### src/rtl/dogx_offset_cal_sequencer.sv
// DOGX offset-calibration sequencer: settles, averages 2^LOG2_AVG samples to
// estimate the converter DC offset, then emits offset-corrected, saturated
// samples at the 3 MHz strobe rate.
module dogx_offset_cal_sequencer #(
  parameter int SETTLE_SAMPLES = 16,
  parameter int LOG2_AVG       = 6,
  parameter int AUTO_CAL       = 1
) (
  input  logic        CLK_24M,
  input  logic        reset,
  input  logic        enable_sampling_3M,
  input  logic [10:0] converter_output,
  input  logic        alpha_req,
  input  logic        start_cal,
  output logic        alpha_to_converter,
  output logic [10:0] offset,
  output logic [10:0] corrected_output,
  output logic        output_valid,
  output logic        cal_busy,
  output logic        cal_done
);

  localparam int ACC_W = 11 + LOG2_AVG;

  typedef enum logic [1:0] {
    S_IDLE,
    S_SETTLE,
    S_ACCUM,
    S_RUN
  } state_e;

  state_e                    state_q, state_d;
  logic [7:0]                settle_cnt_q, settle_cnt_d;
  logic [LOG2_AVG-1:0]       avg_cnt_q, avg_cnt_d;
  logic signed [ACC_W-1:0]   acc_q, acc_d;
  logic [10:0]               offset_q, offset_d;
  logic [10:0]               corr_q, corr_d;
  logic                      valid_q, valid_d;
  logic                      busy_q, busy_d;
  logic                      done_q, done_d;

  logic signed [ACC_W-1:0]   acc_sum;
  logic signed [11:0]        diff;
  logic [10:0]               sat;

  // Datapath: running sum, corrected difference and its 11-bit clamp.
  always_comb begin
    acc_sum = acc_q + {{LOG2_AVG{converter_output[10]}}, converter_output};
    diff    = {converter_output[10], converter_output} - {offset_q[10], offset_q};
    // Overflow out of 11 bits shows up as the top two bits disagreeing.
    if (diff[11] != diff[10]) sat = diff[11] ? 11'h400 : 11'h3FF;
    else                      sat = diff[10:0];
  end

  // Next-state and register-input logic for the calibration FSM.
  always_comb begin
    // NOTE: every signal gets a default first so no path leaves it unassigned, which would infer a latch.
    state_d      = state_q;
    settle_cnt_d = settle_cnt_q;
    avg_cnt_d    = avg_cnt_q;
    acc_d        = acc_q;
    offset_d     = offset_q;
    corr_d       = corr_q;
    valid_d      = 1'b0;
    done_d       = 1'b0;

    unique case (state_q)
      S_IDLE: begin
        if ((AUTO_CAL != 0) || start_cal) begin
          state_d      = S_SETTLE;
          settle_cnt_d = '0;
        end
      end
      S_SETTLE: begin
        if (enable_sampling_3M) begin
          if (settle_cnt_q == 8'(SETTLE_SAMPLES - 1)) begin
            state_d   = S_ACCUM;
            acc_d     = '0;
            avg_cnt_d = '0;
          end else begin
            settle_cnt_d = settle_cnt_q + 8'd1;
          end
        end
      end
      S_ACCUM: begin
        if (enable_sampling_3M) begin
          acc_d = acc_sum;
          if (avg_cnt_q == '1) begin
            // Taking the slice above the fraction bits is an arithmetic
            // shift, i.e. rounding toward negative infinity.
            offset_d = acc_sum[LOG2_AVG +: 11];
            done_d   = 1'b1;
            state_d  = S_RUN;
          end else begin
            avg_cnt_d = avg_cnt_q + LOG2_AVG'(1);
          end
        end
      end
      S_RUN: begin
        if (start_cal) begin
          state_d      = S_SETTLE;
          settle_cnt_d = '0;
        end else if (enable_sampling_3M) begin
          corr_d  = sat;
          valid_d = 1'b1;
        end
      end
      default: state_d = S_IDLE;
    endcase

    busy_d = (state_d == S_SETTLE) || (state_d == S_ACCUM);
  end

  // State and datapath registers; everything clears on reset.
  always_ff @(posedge CLK_24M or negedge reset) begin
    if (!reset) begin
      state_q      <= S_IDLE;
      settle_cnt_q <= '0;
      avg_cnt_q    <= '0;
      acc_q        <= '0;
      offset_q     <= '0;
      corr_q       <= '0;
      valid_q      <= 1'b0;
      busy_q       <= 1'b0;
      done_q       <= 1'b0;
    end else begin
      // NOTE: non-blocking assignments so every register samples pre-edge values.
      state_q      <= state_d;
      settle_cnt_q <= settle_cnt_d;
      avg_cnt_q    <= avg_cnt_d;
      acc_q        <= acc_d;
      offset_q     <= offset_d;
      corr_q       <= corr_d;
      valid_q      <= valid_d;
      busy_q       <= busy_d;
      done_q       <= done_d;
    end
  end

  assign alpha_to_converter = busy_q ? 1'b0 : alpha_req;
  assign offset             = offset_q;
  assign corrected_output   = corr_q;
  assign output_valid       = valid_q;
  assign cal_busy           = busy_q;
  assign cal_done           = done_q;

endmodule

### config.mk
export PLATFORM = sky130hd
export DESIGN_NAME = dogx_offset_cal_sequencer
export DESIGN_NICKNAME = d
export VERILOG_FILES = /design/src/rtl/dogx_offset_cal_sequencer.sv
export SDC_FILE = /design/constraint.sdc
export NUM_CORES = 1
export LEC_CHECK = 0
export CAP_MARGIN = 20
export CORE_MARGIN = 3
export CORE_UTILIZATION = 55
export CTS_BUF_LIST = sky130_fd_sc_hd__clkbuf_8
export DETAILED_ROUTE_END_ITERATION = 12
export GPL_TIMING_DRIVEN = 0
export PLACE_DENSITY_LB_ADDON = 0.15
export SYNTH_ARGS = -nofsm -noshare
export SYNTH_HDL_FRONTEND = slang
export SYNTH_SLANG_ARGS = --single-unit
### constraint.sdc
create_clock -name CLK_24M -period 6.65 [get_ports CLK_24M]
set_clock_uncertainty 0.1 [all_clocks]
set_input_delay 0.9975 -clock CLK_24M [delete_from_list [all_inputs] [get_ports CLK_24M]]
set_output_delay 0.9975 -clock CLK_24M [all_outputs]
set_load 0.01 [all_outputs]
---- Word-level counts from Yosys, hierarchy flattened ----
Index checks and enable logic that the tools add are counted.
Widths: inputs -> output; s select.
word-level totals
  bits in registers ....................... 58
  input bits .............................. 16
operators by class
  equal/unequal tests ..................... 14
  bitwise logic cells ..................... 1
  add/sub/neg operators ................... 4
  reduce and logical (&&, ||, !) cells .... 9
  muxes and demuxes ....................... 28
operators by type and width
  operator             count
  $mux 17              3
  $pmux 17 s2          1
  $mux 6               4
  $mux 8               3
  $pmux 8 s3           1
  $mux 11              2
  $add 17x17->17       1
  $ne 2x2->1 const B   6
  $pmux 6 s2           1
  $sub 11x11->12       1
  $mux 2               5
  $add 8x1->8 const B  1
  $eq 8x4->1 const B   1
  $pmux 2 s4           1
  $reduce_and 4->1     2
  $mux 1               7
  $add 6x1->6 const B  1
  $eq 2x2->1 const B   3
  $eq 6x6->1 const B   1
  $reduce_and 3->1     2
  $reduce_and 5->1     1
  $eq 2x1->1 const B   2
  $reduce_bool 3->1    1
  $logic_not 2->1      1
  4 further kinds      4

---- Longest topological paths before layout ----
  depth after elaboration ................. 6
  gate-level depth with buffers ........... 10

---- Worst setup path before layout ----
OpenSTA, ideal clock, no wires.
  path type ............................... input to register
  start ................................... in converter_output[0]
  end ..................................... reg corr_q[0] (netlist: corrected_output[0])
  setup slack ............................. 3396 ps
  library setup time ...................... 146 ps
  buffers on the path ..................... 1
  data arrival time ....................... 3008 ps
  stages .................................. 10
  cell sequence ........................... inv_1 ha_1 fa_1 and2b_1 o2111ai_1 and4b_2 o21a_1 buf_2 a211oi_4 a221oi_1
between the ends
  longest elaborated chain between the ends .. 3
  elaborated cells between the ends (all ways) .. 4
ends and longest elaborated chain
  element                                       line  text
  start, declared                               12    input logic [10:0] converter_output,
  $sub 11x11->12 (*)                            49    diff = {converter_output[10], converter_output} - {offset_q[10], offset_q};
  $mux 11 / $ne 1x1->1 (equally long branches)  51    if (diff[11] != diff[10]) sat = diff[11] ? 11'h400 : 11'h3FF;
  $mux 11 (*)                                   51
  end signal, assigned                          133   corr_q <= corr_d;
  end, declared                                 37    logic [10:0] corr_q, corr_d;
Mark *: on every way between the ends. The rest lies on a longest branch, timed or not.
A chain may end at the register's enable or synchronous reset.

---- Worst setup path after layout ----
  start ................................... in converter_output[0]
  end ..................................... reg corr_q[1] (netlist: corrected_output[1])
Same word-level chain as after synthesis.

==> impl_metrics.py <==
metrics = {
    "power_and_ir_drop": {
        "p_sw_mw": 0.321,
        "p_leak_nw": 2.15,
        "p_int_mw": 0.695,
        "p_total_mw": 1.02,
        "p_per_area_mw_per_mm2": 209,
        "comb_power_share_pct": 26.7,
        "swShare_pct": 31.6,
        "pwr-share-clk_pct": 31.6,
        "seq_power_share_pct": 41.8,
        "vdd_drop_max_v": 0.000135,
    },
    "global_routing": {
        "antenna_found_initial": 0,
        "grt_pass1_wl_um": 16700,
        "grt_pass1_vias": 3599,
        "gr-total-overflow": 0,
        "grt_start_max_net_pins": 34,
        "grt_usage_pct": 24.4,
    },
    "logic_synthesis": {
        "synth_ff_type": "dfrtp_1",
        "avgSynthCellArea_um2": 9.08,
        "yosys.area.top_type": "dfrtp_1",
        "yosysMostFrequentCell": "dfrtp_1",
        "ys_top_cells_by_count": "58 x dfrtp_1, 43 x nand2_1, 33 x ha_1",
        "syn_inst": 455,
        "synth_seq_cells": 58,
        "synth_edf_count": 0,
        "yosys-top-cells-area": "dfrtp_1 35%, ha_1 10%, nand2_1 3.9%, o21ai_0 2.9%, nor2_1 2.9%",
        "yosysUniqueCellTypes": 68,
        "synth_area_mm2": 0.00413,
        "syn_nets": 506,
        "yosysWarnings": 0,
        "yosysSeqAreaShare_pct": 35.1,
        "synth_top_area_share_pct": 35.1,
        "ys_async_sr_fraction_pct": 100,
    },
    "worst_setup_path": {
        "crit_end": "corrected_output[1]$_DFFE_PN0P_",
        "crit_type": "in2reg",
        "crit_path_start": "converter_output[0]",
        "crit_arrival_ps": 3850,
        "reg2regPathDepth": 9,
        "cp_max_fo": 9,
        "cp_data_required_time_ps": 6750,
        "end_kind": "register",
        "reg2reg_from": "offset[0]$_DFFE_PN0P_",
        "r2r_end": "corrected_output[1]$_DFFE_PN0P_",
        "regToRegSetupSlack_ps": 3640,
        "crit_path_start_kind": "input port",
    },
    "clock_tree": {
        "worstSkewPairLatency_ps": 350,
        "cts.path.max_buffers": 2,
        "clk_pin_slew_ps": 70,
        "cts_tree": "built",
        "h-tree-depth": 3,
        "root_buffer": "clkbuf_8",
        "cts_buffers": 9,
        "cts_hold_buffers": 0,
        "cts.sinks": 58,
        "postCtsSetupBuffers": 0,
        "ctsResizeCount": 0,
    },
    "floorplanning": {
        "chipHeight_um": 92.7,
        "dieArea_mm2": 0.00858,
        "die_w_um": 92.7,
        "std_cell_rows": 30,
        "initial_core_util_pct": 58.8,
        "core-area_mm2": 0.00702,
        "ios": 42,
    },
    "timing": {
        "max_freq_mhz": 267,
        "finalCriticalPeriod_ps": 3750,
        "slew_headroom_pct": 50.1,
        "setup_tns_ps": 0,
        "rsz0062_at_grt": "no",
        "fin_crit_sh_pct": 56.3,
        "drv_slew": 0,
        "finalHoldViolations": 0,
        "finalSetupViolCount": 0,
        "worst_pin_slew_ps": 748,
    },
    "run_status": {
        "outcome": "finished, final reports clean",
    },
    "min_path": {
        "hold_path.class": "reg2reg",
        "hold_depth": 2,
    },
    "detailed_routing": {
        "wl_per_cell_um": 16.5,
        "ant_nets": 0,
        "firstDrtPassIters": 4,
        "vias": 3708,
        "remaining_drc_errors": 0,
        "drtIter0Drc": 154,
        "via_per_inst": 6.10,
        "routed_wl_um": 10000,
    },
    "run": {
        "max_cap_violations": 0,
    },
    "placement": {
        "dp_hpwl_um": 7530,
        "io_buffers": 41,
        "gp_congestion": 0.913,
    },
    "layout": {
        "diodes": 0,
        "final_nets": 559,
        "syn2layout_area_growth_pct": 17.7,
        "fillerInstances": 603,
        "final_layout_size_suffix_gt1_share_pct": 7.62,
    },
}
-- critical path, stage by stage --
cell and delay (ps):
clkdlybuf4s50_1 510, inv_1 60, ha_1 200, fa_1 400, and2b_1 260, o2111ai_1 150
and4b_2 320, o21a_1 170, buf_2 180, a211oi_4 430, a221oi_1 180
-- area by class of cell --
cell class	instances	area (um2)	share of cell area (%)
inverter	29	109	2.24
clock buffer	10	138	2.83
multi-input combinational	357	2530	52.0
clock inverter	5	47.5	0.978
sequential	58	1450	29.9
timing repair buffer	42	425	8.75
tap	96	120	2.47
buffer	11	43.8	0.901
-- per-layer routing --
| layer | GRT usage, % | share of wire [%] | vias up | wire length, um |
|---|---|---|---|---|
| met5 | 0 | 0 | - | 0 |
| met1 | 31.9 | 45 | 1775 | 4470 |
| met4 | 10.6 | 2.3 | 0 | 234 |
| met3 | 3.66 | 5.9 | 22 | 592 |
| met2 | 40.2 | 47 | 97 | 4710 |
| li1 | - | - | 1814 | - |
-- power groups by stage --
stage | Combinational [mW] | Sequential [mW] | Clock, mW
final | 0.271 | 0.424 | 0.321
after CTS | 0.271 | 0.424 | 0.325
after global placement | 0.258 | 0.428 | 0
after floorplan | 0.172 | 0.431 | 0
after global routing | 0.302 | 0.431 | 0.339
after detailed placement | 0.268 | 0.431 | 0
-- how the worst min path moves through the flow --
stage,startpoint,slack [ps],end
after floorplan,acc_q[3]$_DFFE_PN0P_,350,acc_q[3]$_DFFE_PN0P_
after global placement,corrected_output[8]$_DFFE_PN0P_,360,corrected_output[8]$_DFFE_PN0P_
after detailed placement,corrected_output[8]$_DFFE_PN0P_,370,corrected_output[8]$_DFFE_PN0P_
after CTS,corrected_output[8]$_DFFE_PN0P_,380,corrected_output[8]$_DFFE_PN0P_
after global routing,corrected_output[9]$_DFFE_PN0P_,420,corrected_output[9]$_DFFE_PN0P_
final,corrected_output[8]$_DFFE_PN0P_,370,corrected_output[8]$_DFFE_PN0P_
-- placed cells by master (no fill, tap or decap), drive strengths merged, types with 5 or more instances in the layout --
cell and instances:
clkbuf 19, dfrtp 58, or3 6, ha 33, inv 31, nand2 44
a211o 5, o211ai 8, nor3 20, o21ai 25, nor4 5, nor2b 5
clkdlybuf4s50 40, o31ai 15, a21o 9, nand4 5, nand2b 5, and3 6
xnor2 11, nand3 11, xor2 9, a211oi 12, nor2 32, a21oi 23
o21a 10, a22o 7
-- flip-flops by register name (all words and copies together), names as in the netlist --
signal            cells
output_valid          1
cal_busy              1
state_q               2
corrected_output     11
settle_cnt_q          8
cal_done              1
avg_cnt_q             6
offset               11
acc_q                17
-- stage by stage --
stage                     hold WS [ps]  cells  area [um2]  util (%)  setup WS (ps)
after detailed placement           366    593        4680      66.6           2540
after CTS                          380    608        4860      69.3           2920
final                              373    608        4860      69.3           2900
after global routing               417    608        4860      69.3           2760
after global placement             361    592        4660      66.4           2620
after floorplan                    353    455        4130         -           3400
-- cells by family (layout without fill, tap and decap cells) --
group | count (synthesis) | count (layout) | synth area share, %
XOR/XNOR | 20 | 20 | 4.24
flip-flops | 58 | 58 | 35.1
multiplexers | 5 | 5 | 1.33
AND/OR/NAND/NOR | 153 | 153 | 19.0
adder cells (fa/ha/maj) | 35 | 35 | 11.0
buffers and inverters | 40 | 97 | 3.70
AO/OA/AOI/OAI | 144 | 144 | 25.6
Note: power is estimated with default switching activity, not from simulation.
